$ cat src/rtl/snd_arbiter_if.sv
// Sound-event arbiter bus: timebase enable, event requests, per-event tone
// config, and the granted/tone outputs.
interface snd_arbiter_if #(
  parameter int N  = 3,
  parameter int HW = 10,
  parameter int LW = 16
);
  logic            ce;
  logic [N-1:0]    req;
  logic [N*HW-1:0] half;
  logic [N*LW-1:0] len;
  logic [N-1:0]    grant;
  logic            busy;
  logic            sound;

  modport master (output ce, req, half, len, input grant, busy, sound);
  modport slave  (input ce, req, half, len, output grant, busy, sound);
endinterface

$ cat src/rtl/snd_arbiter.sv
// Fixed-priority sound event arbiter: latches event pulses, plays one square
// tone at a time, lower index preempts higher index.
//
// state | meaning
// IDLE  | no note playing; next edge grants the lowest pending event
// PLAY  | note active; ce advances tone and length counters
module snd_arbiter #(
  parameter int N  = 3,
  parameter int HW = 10,
  parameter int LW = 16
) (
  input logic          clock,
  input logic          reset,
  snd_arbiter_if.slave bus
);
  localparam int IW = (N > 1) ? $clog2(N) : 1;

  typedef enum logic {IDLE, PLAY} state_e;

  state_e        state_q, state_d;
  logic [N-1:0]  pending_q, pending_d;
  logic [N-1:0]  grant_q, grant_d;
  logic [HW-1:0] hcnt_q, hcnt_d;
  logic [HW-1:0] half_q, half_d;
  logic [LW-1:0] lcnt_q, lcnt_d;
  logic [LW-1:0] len_q, len_d;
  logic          sound_q, sound_d;

  logic [IW-1:0] sel;
  logic          sel_vld;
  logic [HW-1:0] sel_half;
  logic [LW-1:0] sel_len;
  logic          preempt;
  logic          retrig;
  logic          start;
  logic          regrant;

  always_comb begin
    sel     = '0;
    sel_vld = 1'b0;
    for (int i = N - 1; i >= 0; i--) begin
      if (pending_q[i]) begin
        sel     = IW'(i);
        sel_vld = 1'b1;
      end
    end
  end

  assign sel_half = bus.half[sel*HW +: HW];
  assign sel_len  = bus.len[sel*LW +: LW];

  // grant_q - 1 on a one-hot vector marks every higher-priority index
  assign preempt = (state_q == PLAY) && (|(pending_q & (grant_q - N'(1))));
  assign retrig  = (state_q == PLAY) && (|(bus.req & grant_q));
  assign start   = sel_vld && ((state_q == IDLE) || preempt);
  assign regrant = start && (sel_len != '0);

  always_comb begin
    state_d   = state_q;
    grant_d   = grant_q;
    hcnt_d    = hcnt_q;
    half_d    = half_q;
    lcnt_d    = lcnt_q;
    len_d     = len_q;
    sound_d   = sound_q;
    pending_d = pending_q | (bus.req & ((state_q == PLAY) ? ~grant_q : '1));

    // A zero-length event is consumed without ever being granted
    if (start) begin
      pending_d[sel] = 1'b0;
    end

    if (regrant) begin
      state_d = PLAY;
      grant_d = N'(1) << sel;
      hcnt_d  = sel_half;
      half_d  = sel_half;
      lcnt_d  = sel_len;
      len_d   = sel_len;
      sound_d = (sel_half != '0);
    end else if (state_q == PLAY) begin
      if (bus.ce && (half_q != '0)) begin
        if (hcnt_q == HW'(1)) begin
          hcnt_d  = half_q;
          sound_d = ~sound_q;
        end else begin
          hcnt_d = hcnt_q - HW'(1);
        end
      end
      if (retrig) begin
        lcnt_d = len_q;
      end else if (bus.ce) begin
        if (lcnt_q == LW'(1)) begin
          state_d = IDLE;
          grant_d = '0;
          sound_d = 1'b0;
          lcnt_d  = '0;
          hcnt_d  = '0;
        end else begin
          lcnt_d = lcnt_q - LW'(1);
        end
      end
    end
  end

  always_ff @(posedge clock) begin
    if (reset) begin
      state_q   <= IDLE;
      pending_q <= '0;
      grant_q   <= '0;
      hcnt_q    <= '0;
      half_q    <= '0;
      lcnt_q    <= '0;
      len_q     <= '0;
      sound_q   <= 1'b0;
    end else begin
      state_q   <= state_d;
      pending_q <= pending_d;
      grant_q   <= grant_d;
      hcnt_q    <= hcnt_d;
      half_q    <= half_d;
      lcnt_q    <= lcnt_d;
      len_q     <= len_d;
      sound_q   <= sound_d;
    end
  end

  assign bus.grant = grant_q;
  assign bus.busy  = |grant_q;
  assign bus.sound = sound_q;
endmodule

$ cat src/flat_wrapper.sv
// flat-port wrapper written by rule: the top's interface ports become plain ports
module snd_arbiter_flat 
#(
  parameter int N  = 3,
  parameter int HW = 10,
  parameter int LW = 16
)
  (clock, reset, bus_ce, bus_req, bus_half, bus_len, bus_grant, bus_busy, bus_sound);
  snd_arbiter_if #(.N(N), .HW(HW), .LW(LW)) bus_i ();
  input logic clock;
  input logic reset;
  input wire logic [$bits(bus_i.ce)-1:0] bus_ce;
  input wire logic [$bits(bus_i.req)-1:0] bus_req;
  input wire logic [$bits(bus_i.half)-1:0] bus_half;
  input wire logic [$bits(bus_i.len)-1:0] bus_len;
  output wire logic [$bits(bus_i.grant)-1:0] bus_grant;
  output wire logic [$bits(bus_i.busy)-1:0] bus_busy;
  output wire logic [$bits(bus_i.sound)-1:0] bus_sound;
  assign bus_i.ce = bus_ce;
  assign bus_i.req = bus_req;
  assign bus_i.half = bus_half;
  assign bus_i.len = bus_len;
  assign bus_grant = bus_i.grant;
  assign bus_busy = bus_i.busy;
  assign bus_sound = bus_i.sound;
  snd_arbiter #(.N(N), .HW(HW), .LW(LW)) u_core (.clock(clock), .reset(reset), .bus(bus_i));
endmodule
$ cat config.mk
export PLATFORM = sky130hd
export DESIGN_NAME = snd_arbiter_flat
export DESIGN_NICKNAME = d
export VERILOG_FILES = /design/src/rtl/snd_arbiter_if.sv /design/src/rtl/snd_arbiter.sv /design/src/flat_wrapper.sv
export SDC_FILE = /design/constraint.sdc
export NUM_CORES = 1
export LEC_CHECK = 0
export BUFFER_PORTS_ARGS = -buffer_cell sky130_fd_sc_hd__buf_2
export CORE_MARGIN = 3
export CORE_UTILIZATION = 57
export CTS_CLUSTER_SIZE = 28
export DETAILED_ROUTE_END_ITERATION = 6
export PLACE_DENSITY_LB_ADDON = 0.15
export RECOVER_POWER = 50
export SLEW_MARGIN = 10
export SYNTH_ARGS = -nofsm -noshare
export SYNTH_HDL_FRONTEND = slang
export SYNTH_SLANG_ARGS = --single-unit
$ cat constraint.sdc
create_clock -name clock -period 5.7 [get_ports clock]
set_input_delay 0 -clock clock [delete_from_list [all_inputs] [get_ports clock]]
set_output_delay 0 -clock clock [all_outputs]
set_load 0.1 [all_outputs]
==> results.ini, run 1 <==
[clock_network]
cts-root-buf=clkbuf_8
htree_levels=3
post_cts_resized=0
path_clk_slew_ns=0.07
cts_hold_buffers=3
cts.sinks=60
clk_path_buf_depth=2
clock_latency_ns=0.34
cts_buffers=9
cts_tree=built
cts_setup_buffers=0

[critical_path]
crit_buf_inv=0
crit_required_ns=5.90
worst-r2r-setup-slack_ns=1.44
cp_slowest_stage_delay_ns=1.15
crit_start=u_core.pending_q[2]$_SDFF_PP0_
worstRegToRegCells=7
start_kind=flop
cp_top_family=simple AND/OR/NAND/NOR gates
regToRegEndpoint=u_core.lcnt_q[8]$_SDFFE_PP0P_
endpoint=u_core.lcnt_q[8]$_SDFFE_PP0P_
endpoint_kind=flop
slowest_stage=nand2_1
crit_type=reg2reg
path_cells=nor2b_1 -> a221oi_1 -> nor4_1 -> nand4_2 -> nand2_1 -> a21boi_0 -> a2111oi_0
crit_fanout=45
cp.arrival_ns=4.46
cp.depth=7
r2r_start=u_core.pending_q[2]$_SDFF_PP0_

[timing]
finalHoldViolCount=0
tns_ns=0
max_freq_mhz=235
fin_skew_ns=0.00752
slew_headroom_pct=-1.73
setup_viol_count_final=0
drv_slew=46
post-route-min-period_ns=4.26
fin_crit_sh_pct=74.7
rsz0062_at_grt=false
worst_pin_slew_ns=1.52

[place]
placed_cell_area_sq_mm=0.00451
gp_congestion=0.895
post-dp-hpwl_microns=8520
io_buffers=88

[yosys]
ys.flop_type=dfxtp_1
netlist_instances=556
ys_types=65
ys_warn_count=0
yosysSeqAreaShare_pct=28.9
synth-seq-cells=60
synth_edf_count=0
synth.cell_area_sq_mm=0.00416
syn_area_per_cell_sq_um=7.48
syn_nets=646
ys_async_sr_fraction_pct=0

[die]
die_w_microns=91.4
fp.dieH_microns=91.4
die-area_sq_mm=0.00835
core_sq_mm=0.00694
num_rows=30
initial_core_util_pct=59.9
ios=89

[grt]
antenna_found_initial=0
grt_max_degree=56
overflow=0
grt_pass1_wl_microns=19300
track_usage_pct=27.7
grt_pass1_vias=4062

[pwr]
netSwitchingPower_w=0.000623
combinationalPowerShare_pct=36.9
p_int_w=0.000998
vdd_drop_max_mv=0.153
switching_share_pct=38.4
p_leak_nw=1.87
fin_total_pwr_w=0.00162
power_density_mw_per_mm2=340
clkPwrFrac_pct=28.3
p_seq_share_pct=34.7

[route]
wl_per_cell_microns=16.8
drc=17
drtIter0Drc=490
final_antenna_net_count=0
vias=4533
dr.pass1.iters=7
totalWireLength_microns=12100
drt-vias-per-instance=6.30

[layout]
diodes=0
drive_above_1_share_pct=18.3
nNetsFinal=709
finalInstanceArea_sq_mm=0.00476
syn_to_final_growth_pct=14.6

[run_status]
violations=design-rule violations, max-capacitance violations, max-slew violations
status=finished, violations left

[job]
cap_violations=1

[min_path]
hold_path.class=in2reg
hold_depth=5

logic make-up after synthesis:
kind of cell / count (synthesis) / share of synthesized area, %
and+or+nand+nor: 212 / 27.7
AOI/OAI and AO/OA: 193 / 32.0
buffers and inverters: 84 / 9.39
DFF: 60 / 28.9
adders and majority gates: 6 / 1.81
muxes: 1 / 0.241
worst min-delay path, cell delays in order:
cell and delay [ns]:
buf_2 0.10, inv_1 0.04, a211oi_1 0.08, nand2_1 0.09
a21oi_1 0.06
worst min path at each step:
stage	from	end
finish	bus_len[6]	u_core.lcnt_q[6]$_SDFFE_PP0P_
global placement	bus_req[0]	u_core.pending_q[0]$_SDFF_PP0_
detailed placement	bus_req[1]	u_core.pending_q[1]$_SDFF_PP0_
CTS	bus_len[6]	u_core.len_q[6]$_SDFFE_PP0P_
floorplan	bus_req[1]	u_core.pending_q[1]$_SDFF_PP0_
global route	bus_len[6]	u_core.len_q[6]$_SDFFE_PP0P_
synth_stat cells (all sizes together), types with 4 or more instances:
| library cell | number | share of area, % |
|---|---|---|
| nor2b | 4 | 0.60 |
| a32oi | 5 | 1.1 |
| a22oi | 11 | 2.0 |
| a2111oi | 4 | 1.1 |
| nor4b | 16 | 3.8 |
| nor3 | 20 | 2.4 |
| nand4 | 6 | 1.1 |
| a221oi | 12 | 2.5 |
| buf | 22 | 3.8 |
| nor2 | 36 | 3.3 |
| dfxtp | 60 | 29 |
| and2 | 4 | 0.66 |
| nor3b | 19 | 3.4 |
| inv | 41 | 3.7 |
| a21oi | 56 | 6.7 |
| o22ai | 4 | 0.60 |
| a31oi | 6 | 0.90 |
| nand3 | 12 | 1.4 |
| ha | 6 | 1.8 |
| o21ai | 24 | 2.9 |
| nand2 | 66 | 6.0 |
| o211ai | 4 | 0.72 |
| clkbuf | 21 | 1.9 |
| a211oi | 25 | 4.5 |
| o21a | 11 | 2.0 |
| nor4 | 13 | 2.3 |
state kept, by name (all words and copies together), names as in the netlist:
register	count
u_core.hcnt_q	10
u_core.bus.grant	3
u_core.bus.sound	1
u_core.lcnt_q	16
u_core.len_q	16
u_core.state_q	1
u_core.pending_q	3
u_core.half_q	10
final cells by class:
class | instances | area (sq um)
multi-input cells | 412 | 2560
fillers | 638 | 2180
flip-flops and latches | 60 | 1200
repair buffers | 95 | 494
inverters | 41 | 154
clock buffers | 11 | 131
well taps | 96 | 120
clock inverters | 5 | 100
per-stage QoR:
step | util [%] | cells | hold WS [ns] | setup slack, ns
finish | 68.6 | 720 | 0.0759 | 1.44
global route | 68.6 | 720 | 0.123 | 1.00
CTS | 68.7 | 720 | 0.0757 | 2.02
detailed placement | 65.0 | 701 | 0.318 | 2.01
global placement | 65.0 | 701 | 0.325 | 2.26
floorplan | - | 556 | 0.183 | 2.56
layout by cell type, fill, tap and decap left out, types with 5 or more instances in the layout:
| cell | instances |
|---|---|
| o21ai_0 | 22 |
| dfxtp_1 | 60 |
| inv_1 | 41 |
| clkbuf_1 | 7 |
| o21a_1 | 11 |
| nand4_1 | 5 |
| nor3_1 | 20 |
| a32oi_1 | 5 |
| a22oi_1 | 11 |
| nor4_1 | 11 |
| nor4b_1 | 13 |
| a211oi_1 | 25 |
| a31oi_1 | 6 |
| a21oi_1 | 56 |
| buf_2 | 83 |
| ha_1 | 6 |
| nand3_1 | 12 |
| nor2_1 | 36 |
| nor3b_1 | 19 |
| a221oi_1 | 12 |
| nand2_1 | 66 |
| clkbuf_8 | 9 |
per-layer routing:
layer	GRT usage (%)	vias to the layer above	routed length [microns]
met4	9.05	0	207
li1	-	2192	-
met2	41.1	219	5280
met1	40.1	2095	5610
met3	5.22	27	984
met5	0	-	0
power groups by stage:
stage / sequential, W / combinational, W / clock, W
2_1_floorplan: 0.000556 / 0.000465 / 0
3_3_place_gp: 0.000565 / 0.000567 / 0
3_5_place_dp: 0.000567 / 0.000583 / 0
4_1_cts: 0.000560 / 0.000589 / 0.000459
5_1_grt: 0.000572 / 0.000655 / 0.000483
6_report: 0.000563 / 0.000599 / 0.000460
No activity file was read; power rests on OpenSTA's default activity.
==> run 2, diff against run 1 <==
CORE_UTILIZATION = 50   (was 57)
clock period = 3.75 ns   (was 5.7 ns; I/O delays follow)
==> results.ini, run 2 (synthesis results as in run 1) <==
[min_path]
hold_path.class=in2reg
min_from=bus_len[14]

[place]
dp.cells=715
post-dp-hpwl_microns=8760
io_buffers=88
pre_cts_ws_ns=0.345
placed_cell_area_sq_mm=0.00458
gp_congestion=0.888

[layout]
drive_above_1_share_pct=19.5
layout_common_cells=buf_2, nand2_1, dfxtp_1
nNetsFinal=717
diodes=0
finalInstanceArea_sq_mm=0.00478
top_regs=u_core.lcnt_q: 16 flops, u_core.len_q: 16 flops
n_fill_cell=712
final_common_cell=buf_2
final_cells=734
syn_to_final_growth_pct=15.0

[critical_path]
r2r_start=u_core.pending_q[2]$_SDFF_PP0_
crit_type=reg2reg
start_kind=flop
cp_top_family=compound AO/OA/AOI/OAI gates
cp.arrival_ns=3.67
path_cells=o21bai_4 -> a221oi_1 -> nor4_1 -> nand4_2 -> and2_4 -> nor2_1 -> a2111oi_0
endpoint_kind=flop
crit_fanout=45
crit_start=u_core.pending_q[2]$_SDFF_PP0_
crit_buf_inv=0
cp_slowest_stage_delay_ns=0.79
slowest_stage=a221oi_1
crit_required_ns=3.97

[timing]
tns_ns=0
slew_headroom_pct=20.0
setup_viol_count_final=0
worst_slack_ns=0.298
fin_skew_ns=0.0138
worst_pin_slew_ns=1.21
rsz0062_at_grt=false
drv_slew=0
post-route-min-period_ns=3.45
max_freq_mhz=290
fin_crit_sh_pct=92.1
finalHoldViolCount=0

[grt]
overflow=0
met2_usage_pct=36.9
busiest_layer=met2
use_met3_pct=4.59
grt_max_degree=56
grt_pass1_vias=4198
track_usage_pct=25.0
antenna_found_initial=0
use_met1_pct=36.5
grt_pass1_wl_microns=19900

[route]
drtIter0Drc=494
vias=4637
final_antenna_net_count=0
drt-vias-per-instance=6.32
wl_per_cell_microns=16.7
totalWireLength_microns=12300
drc=0
dr.pass1.iters=5

[die]
num_rows=32
die_w_microns=97.2
core_sq_mm=0.00789
initial_core_util_pct=52.7
die-area_sq_mm=0.00945
ios=89
fp.dieH_microns=97.2

[pwr]
vdd_drop_max_mv=0.255
p_int_w=0.00139
combinationalPowerShare_pct=40.2
p_seq_share_pct=36.1
clkPwrFrac_pct=23.8
p_leak_nw=1.89
power_density_mw_per_mm2=490
switching_share_pct=40.7
netSwitchingPower_w=0.000953
fin_total_pwr_w=0.00234

[clock_network]
cts-root-buf=clkbuf_8
cts_hold_buffers=3
clk_path_buf_depth=2
htree_levels=3
path_clk_slew_ns=0.08
cts_setup_buffers=0
post_cts_resized=0
cts.sinks=60
clock_latency_ns=0.35
cts_buffers=9
cts_tree=built

[run_status]
status=complete, no violations

[job]
cap_violations=0

[run 2: metal layers]
layer	vias up	share of wire (%)
li1	2215	-
met1	2153	46
met2	255	43
met3	14	9.6
met4	0	1.1
met5	-	0
[run 2: cell type report]
class / count / area, sq um / share of cell area [%]
clock buffers: 10 / 128 / 2.67
clock inverters: 6 / 55.1 / 1.15
inverters: 41 / 154 / 3.22
multi-input cells: 412 / 2560 / 53.6
flip-flops and latches: 60 / 1200 / 25.1
well taps: 102 / 128 / 2.67
repair buffers: 103 / 554 / 11.6
[run 2: through the flow]
stage                     hold slack [ns]  utilization (%)
after floorplan                     0.183                -
after global placement              0.335             58.1
after detailed placement            0.325             58.1
after CTS                          0.0532             60.8
after global routing                0.102             60.6
final                              0.0573             60.6
[run 2: path summary, 6_finish.rpt]
path / slack (ns) / depth (start not counted) / end
worst max-delay path: 0.30 / 7 / u_core.lcnt_q[8]$_SDFFE_PP0P_
worst min register to register: 0.46 / 2 / u_core.len_q[10]$_SDFFE_PP0P_
worst max register to register: 0.30 / 7 / u_core.lcnt_q[8]$_SDFFE_PP0P_
worst min-delay path: 0.06 / 5 / u_core.len_q[14]$_SDFFE_PP0P_
[run 2: tightest hold or removal path, stage by stage]
cell	delay, ns
buf_2	0.10
inv_1	0.04
a211oi_1	0.10
nand2_1	0.07
a21oi_1	0.05
[run 2: power groups by stage]
stage                     Sequential (W)  Clock [W]  Combinational, W
final                           0.000845   0.000557          0.000942
after global routing            0.000858   0.000592           0.00104
after CTS                       0.000840   0.000560          0.000927
after detailed placement        0.000853          0          0.000920
after global placement          0.000848          0          0.000899
after floorplan                 0.000845          0          0.000707
